<file path="src/rtl/sn76489_pkg.sv">
// Shared types and constants for the SN76489AN model: bus-interface FSM
// states, channel select codes and the wait-state counter width.
package sn76489_pkg;

  // Host write-port FSM states.
  typedef enum logic [1:0] {
    IDLE = 2'b00,
    PEND = 2'b01,
    BUSY = 2'b10,
    HOLD = 2'b11
  } bus_state_t;

  // Channel codes as carried in bits 1:2 of a latch byte.
  localparam logic [1:0] CH_TONE1 = 2'b00;
  localparam logic [1:0] CH_TONE2 = 2'b01;
  localparam logic [1:0] CH_TONE3 = 2'b10;
  localparam logic [1:0] CH_NOISE = 2'b11;

  // Width of the READY wait-state tick counter.
  localparam int WAIT_CNT_W = 6;

  // A byte with its MSB (bit 0 in the chip's numbering) set is a latch byte.
  function automatic logic is_latch_byte(input logic [0:7] b);
    return b[0];
  endfunction

endpackage

</file>
<file path="src/rtl/sn76489_bus_if.sv">
// CPU-side write port of the SN76489AN model. Detects a host write on
// CE_n/WE_n, captures the byte, tracks the latched channel/register type,
// issues one clk_en-aligned write strobe to the addressed generator and
// holds READY low for the chip's wait-state period.
module sn76489_bus_if
  import sn76489_pkg::*;
#(
  parameter int WAIT_TICKS = 32
) (
  input  logic       clock_i,
  input  logic       res_n_i,
  input  logic       clk_en_i,
  input  logic       ce_n_i,
  input  logic       we_n_i,
  input  logic [0:7] d_i,
  output logic       ready_o,
  output logic [0:7] d_o,
  output logic       r2_o,
  output logic       we_tone1_o,
  output logic       we_tone2_o,
  output logic       we_tone3_o,
  output logic       we_noise_o
);

  // Counter reload: the PEND tick counts as the first of the wait ticks'
  // companions, so BUSY runs for exactly WAIT_TICKS clk_en ticks.
  localparam logic [WAIT_CNT_W-1:0] CNT_LOAD = WAIT_CNT_W'(WAIT_TICKS - 1);
  localparam logic [WAIT_CNT_W-1:0] CNT_ZERO = {WAIT_CNT_W{1'b0}};
  localparam logic [WAIT_CNT_W-1:0] CNT_ONE  = {{(WAIT_CNT_W-1){1'b0}}, 1'b1};

  bus_state_t            state_r;
  bus_state_t            next_state_s;
  logic [WAIT_CNT_W-1:0] cnt_r;
  logic [WAIT_CNT_W-1:0] cnt_next_s;
  logic                  bus_act_s;
  logic                  bus_act_r;
  logic                  write_start_s;
  logic                  capture_s;
  logic                  ready_r;
  logic [0:7]            d_r;
  logic [1:0]            ch_r;
  logic                  r2_r;
  logic                  strobe_s;

  assign bus_act_s     = ~ce_n_i & ~we_n_i;
  // Only a fresh rising edge of bus activity seen while idle starts a write,
  // so a strobe held across the whole access produces a single write.
  assign write_start_s = (state_r == IDLE) & bus_act_s & ~bus_act_r;

  // Next-state, counter and capture decisions for the write-port FSM.
  always_comb begin
    next_state_s = state_r;
    cnt_next_s   = cnt_r;
    capture_s    = 1'b0;
    case (state_r)
      IDLE: begin
        if (write_start_s) begin
          next_state_s = PEND;
          capture_s    = 1'b1;
        end else begin
          next_state_s = IDLE;
        end
      end
      PEND: begin
        if (clk_en_i) begin
          next_state_s = BUSY;
          cnt_next_s   = CNT_LOAD;
        end else begin
          next_state_s = PEND;
        end
      end
      BUSY: begin
        if (clk_en_i) begin
          if (cnt_r == CNT_ZERO) begin
            next_state_s = HOLD;
          end else begin
            cnt_next_s = cnt_r - CNT_ONE;
          end
        end else begin
          next_state_s = BUSY;
        end
      end
      HOLD: begin
        if (!bus_act_s) begin
          next_state_s = IDLE;
        end else begin
          next_state_s = HOLD;
        end
      end
      default: begin
        next_state_s = IDLE;
      end
    endcase
  end

  // State, counter, bus-activity history and registered READY.
  always_ff @(posedge clock_i) begin
    if (!res_n_i) begin
      state_r   <= IDLE;
      cnt_r     <= CNT_ZERO;
      bus_act_r <= 1'b0;
      ready_r   <= 1'b1;
    end else begin
      state_r   <= next_state_s;
      cnt_r     <= cnt_next_s;
      bus_act_r <= bus_act_s;
      // READY is high only in states that are not part of a wait period.
      ready_r   <= (next_state_s == IDLE) || (next_state_s == HOLD);
    end
  end

  // Byte capture and latch decode; data bytes keep the latched channel/r2.
  always_ff @(posedge clock_i) begin
    if (!res_n_i) begin
      d_r  <= 8'h00;
      ch_r <= CH_TONE1;
      r2_r <= 1'b0;
    end else if (capture_s) begin
      d_r <= d_i;
      if (is_latch_byte(d_i)) begin
        ch_r <= d_i[1:2];
        r2_r <= d_i[3];
      end else begin
        ch_r <= ch_r;
        r2_r <= r2_r;
      end
    end else begin
      d_r  <= d_r;
      ch_r <= ch_r;
      r2_r <= r2_r;
    end
  end

  // The strobe is gated by reset so a pending write is dropped in the very
  // cycle reset is applied, not just after it.
  assign strobe_s = (state_r == PEND) & clk_en_i & res_n_i;

  assign we_tone1_o = strobe_s & (ch_r == CH_TONE1);
  assign we_tone2_o = strobe_s & (ch_r == CH_TONE2);
  assign we_tone3_o = strobe_s & (ch_r == CH_TONE3);
  assign we_noise_o = strobe_s & (ch_r == CH_NOISE);

  assign ready_o = ready_r;
  assign d_o     = d_r;
  assign r2_o    = r2_r;

endmodule

</file>
<file path="config.mk">
export PLATFORM = sky130hd
export DESIGN_NAME = sn76489_bus_if
export DESIGN_NICKNAME = d
export VERILOG_FILES = /design/src/rtl/sn76489_pkg.sv /design/src/rtl/sn76489_bus_if.sv
export SDC_FILE = /design/constraint.sdc
export NUM_CORES = 1
export LEC_CHECK = 0
export ABC_AREA = 1
export BUFFER_PORTS_ARGS = -buffer_cell sky130_fd_sc_hd__buf_4
export CELL_PAD_IN_SITES_DETAIL_PLACEMENT = 1
export CELL_PAD_IN_SITES_GLOBAL_PLACEMENT = 1
export CORE_MARGIN = 2
export CORE_UTILIZATION = 35
export CTS_CLUSTER_DIAMETER = 100
export CTS_CLUSTER_SIZE = 40
export DETAILED_ROUTE_END_ITERATION = 8
export PLACE_DENSITY_LB_ADDON = 0.1
export SYNTH_ARGS = -nofsm -noshare
export SYNTH_HDL_FRONTEND = slang
export SYNTH_SLANG_ARGS = --single-unit
</file>
<file path="constraint.sdc">
create_clock -name clock_i -period 1.8 [get_ports clock_i]
set_clock_uncertainty 0.05 [all_clocks]
set_input_delay 0.09 -clock clock_i [delete_from_list [all_inputs] [get_ports clock_i]]
set_output_delay 0.09 -clock clock_i [all_outputs]
set_load 0.02 [all_outputs]
</file>
# == Yosys cells after proc, flatten, opt, wreduce, memory -nomap -nowiden ==
# Index checks and enable logic that the tools add are counted.
# word_totals
ff_bits,21
out_inout_bits,14
# op_classes
n_addsub,1
eq_ne,10
mux,12
bitwise,12
n_reduce_logical,8
# ops
cell,count
$mux 6,3
$pmux 6 s2,1
$eq 2x2->1 const B,5
$and 1x1->1,9
$mux 2,4
$pmux 2 s4,1
$logic_not 2->1,3
$logic_not 6->1,1
$ne 2x2->1 const B,3
$sub 6x1->6 const B,1
$eq 2x1->1 const B,2
$reduce_and 4->1,1
$mux 1,3
$not 1->1,3
$reduce_and 2->1,1
$reduce_bool 2->1,1
$logic_or 1x1->1,1

# == Logic depth before layout (Yosys ltp) ==
# depth
ltp_word,8
mapped_depth,9
depth_no_buf,9

# == Worst setup path after synthesis ==
# OpenSTA, ideal clock, no wires.
# synth_path
path_type,reg2out
startpoint,register state_r[0]
endpoint,output port we_noise_o
arrival_ns,1.203
required_time_ns,1.660
setup_slack_ns,0.457
path_stages_with_launch,5
path_buffers,0
path_cell_list,dfxtp_1 nand3_1 inv_1 nand2_1 nor3_1
# synth_between
elab_chain_len,4
# synth_rtl
element,line,source
from (decl),sn76489_bus_if.sv:31,bus_state_t state_r;
from (signal assigned),sn76489_bus_if.sv:104,state_r <= next_state_s;
$eq 2x1->1,sn76489_bus_if.sv:136,assign strobe_s = (state_r == PEND) & clk_en_i & res_n_i;
$and 1x1->1 (2 in a row),sn76489_bus_if.sv:136,
$and 1x1->1,sn76489_bus_if.sv:141,assign we_noise_o = strobe_s & (ch_r == CH_NOISE);
to (decl),sn76489_bus_if.sv:22,output logic we_noise_o
# No other way between the ends.

# == Worst setup path after layout ==
# layout_path
startpoint,register state_r[1]
endpoint,output port we_tone2_o
# layout_between
elab_chain_len,4
# layout_rtl
element,line,source
$eq 2x1->1,sn76489_bus_if.sv:136,
$and 1x1->1 (2 in a row),sn76489_bus_if.sv:136,
$and 1x1->1,sn76489_bus_if.sv:139,assign we_tone2_o = strobe_s & (ch_r == CH_TONE2);
to (decl),sn76489_bus_if.sv:20,"output logic we_tone2_o,"
# No other way between the ends.

==> summary.txt <==
Synth
  – Yosys reg bits: 21
  – Post-synth top cells: nand2_1 (33), dfxtp_1 (21), a21oi_1 (16), inv_1 (16), nand3_1 (15)
  – Count of flip-flops with a built-in enable after synthesis: 0
  – Top area cells in the synthesized netlist: dfxtp_1 (43%), nand2_1 (13%), a21oi_1 (8.2%)
  – Post-synth ARST share: 0%
  – Post-synthesis instance total: 134
  – Synth area leader: dfxtp_1
  – Unique masters post-synth: 21
  – Yosys top cell area share: 42.9%
  – Main synth FF type: dfxtp_1
  – Syn_nets: 148
  – Post-Syn Area: 981 um^2
  – Post-Synthesis Mean Instance Area: 7.32 um^2
  – Syn. warnings: 0
  – Sequential-to-total area share from yosys stat: 42.9%
  – Leading cell type by number of instances after synthesis: nand2_1

Floorplan
  – Die area: 3240 um^2
  – Die height: 56.9 um
  – Number of cell rows: 19
  – CORE AREA: 2710 um^2
  – Die W: 56.9 um
  – # IOs: 27
  – Initial core utilization: 36.2%

Setup path
  – Worst r2r src: cnt_r[0]
  – Reg2reg setup slack: 0.40 ns
  – Reg-to-Reg End: cnt_r[5]
  – Arrival @ worst endpoint: 1.46 ns
  – Origin of the worst setup path: state_r[1]
  – Crit Path Category: reg -> out
  – CP startpoint kind: flip-flop
  – Length in cells of the worst reg-to-reg path: 7
  – CP Capture Point: we_tone2_o
  – Buffers & Inverters on Critical Path: 3
  – Critical path depth: 6
  – Peak fanout along the critical path: 6
  – Critical path, cell by cell: inv_1, nand3_2, inv_1, nand2_1, nor3_1, buf_4
  – Worst path top cell family by delay: simple AND/OR/NAND/NOR gates
  – CP peak stage delay: 0.36 ns
  – Setup crit end kind: output pin
  – CP max stage cell: dfxtp_1
  – Crit path top cell by count: inv_1
  – Critical path data required time: 1.66 ns

STA
  – Total negative slack: 0 ns
  – Final critical-path share of the clock period: 88.6%
  – Worst-margin pin slew: 0.454 ns
  – Max Freq: 0.627 GHz
  – Worst Hold Slack: 0.0237 ns
  – Max_slew headroom: 69.7%
  – Min Tclk post-route: 1.60 ns
  – Pins Over Slew Limit: 0
  – Unrepaired setup endpoints after global routing: no
  – Final setup viols: 0
  – Final Hold Fails: 0

Power
  – PwrDens: 719 nW/um^2
  – Max VDD drop: 518 uV
  – Lkg Pwr: 0.611 nW

Clock network
  – CTS tree: yes
  – Setup Buffers After CTS: 0
  – Clock Latency Late Sink: 0.31 ns
  – Sink Count: 21
  – Cts bufs inserted: 3
  – CTS Buffer Depth: 2
  – H-tree depth: 1
  – Clk slew on worst S/H paths: 0.12 ns
  – Root Buffer Master: clkbuf_4

Placement
  – Final GP Congestion: 0.765
  – HPWL Detailed: 1980 um
  – IO buf count: 26

Route
  – WL final: 2620 um
  – Detailed-route wire length per cell: 13.0 um
  – Post-route ant nets: 0
  – Initial drt markers: 6
  – Drt first pass iters: 4
  – DRC: 0
  – DR vias/cell: 4.93
  – Vias: 996

Layout
  – Ant. Diodes: 0
  – Core Util, Final: 49.1%
  – Layout cell share with drive strength beyond 1: 25.1%
  – Synth-to-layout area growth: 35.6%
  – Nets: 186

GRT
  – Pin count of the biggest net entering global routing: 15
  – Number of global-route vias before repair: 1,075
  – Initial antenna violation count: 0
  – Congestion Overflow GR: 0
  – GR Util All Layers: 17.5%
  – First-pass GRT wire length: 4510 um

Outcome
  – Status: finished, final reports clean

Hold path
  – Min-Delay Path Class: in -> reg
  – Worst Hold Depth: 3

Flow run
  – # Max-Cap Violations: 0
-- power by group --
group,switching [W],internal (W)
clock network,0.000149,0.0000829
logic,0.000121,0.0000907
registers,0.0000211,0.000492
total,0.000291,0.000666
-- repair_timing --
item / CTS / global route
endpoints found under the setup margin: 0 / 4
endpoints found under the hold margin: 9 / 0
hold buffers: 9 / 0
gates resized for setup: 0 / 2
-- kinds of logic (layout without fill, tap and decap cells) --
kind of cell               Yosys count  in the layout  synth area share, %
AOI/OAI and AO/OA                   20             20                 10.2
adders and majority gates            1              1                 1.28
buffers and inverters               18             55                 7.01
DFF                                 21             21                 42.9
and+or+nand+nor                     74             74                 38.6
-- layout make-up --
class                   count  area [um^2]
fillers                   347         1380
multi-input cells          95          497
flip-flops and latches     21          422
repair buffers             35          285
inverters                  16         60.1
well taps                  31         38.8
clock buffers               3         22.5
clock inverters             1         5.00
-- per-stage QoR --
step	instances	setup slack [ns]	total power (W)	cell area (um^2)
2_1_floorplan	134	0.457	0.000646	981
3_3_place_gp	189	0.485	0.000712	1210
3_5_place_dp	189	0.408	0.000720	1210
4_1_cts	202	0.0528	0.000964	1320
5_1_grt	202	0.0270	0.00102	1330
6_report	202	0.205	0.000956	1330
-- worst min-delay path: stages --
cell and delay (ns):
buf_4 0.15, nand2_1 0.07, a21oi_1 0.03
-- worst min-delay path by stage --
| stage | startpoint | endpoint |
|---|---|---|
| after floorplan | we_n_i | bus_act_r |
| after global placement | we_n_i | bus_act_r |
| after detailed placement | we_n_i | bus_act_r |
| after CTS | d_i[0] | r2_o |
| after global routing | d_i[0] | d_o[0] |
| final | res_n_i | cnt_r[1] |
-- layout by cell type (no fill, tap or decap), drive strengths merged --
master / instances
nand2: 37
buf: 26
dfxtp: 21
inv: 16
a21oi: 16
nand3: 16
nor2: 12
dlygate4sd3: 9
nor3: 6
o21ai: 4
clkbuf: 3
nand3b: 2
nand4: 1
ha: 1
clkinv: 1
-- routing by layer --
layer / wire length, um / global-route usage, %
met5: 0 / 0
met1: 1100 / 19.5
met3: 121 / 4.08
met2: 1370 / 32.7
met4: 28 / 5.65
-- flip-flops by register name, indices dropped and copies added (netlist names) --
| register | cells |
|---|---|
| d_o | 8 |
| cnt_r | 6 |
| ch_r | 2 |
| state_r | 2 |
| bus_act_r | 1 |
| r2_o | 1 |
| ready_o | 1 |
Power figures use the tool's default switching activity.
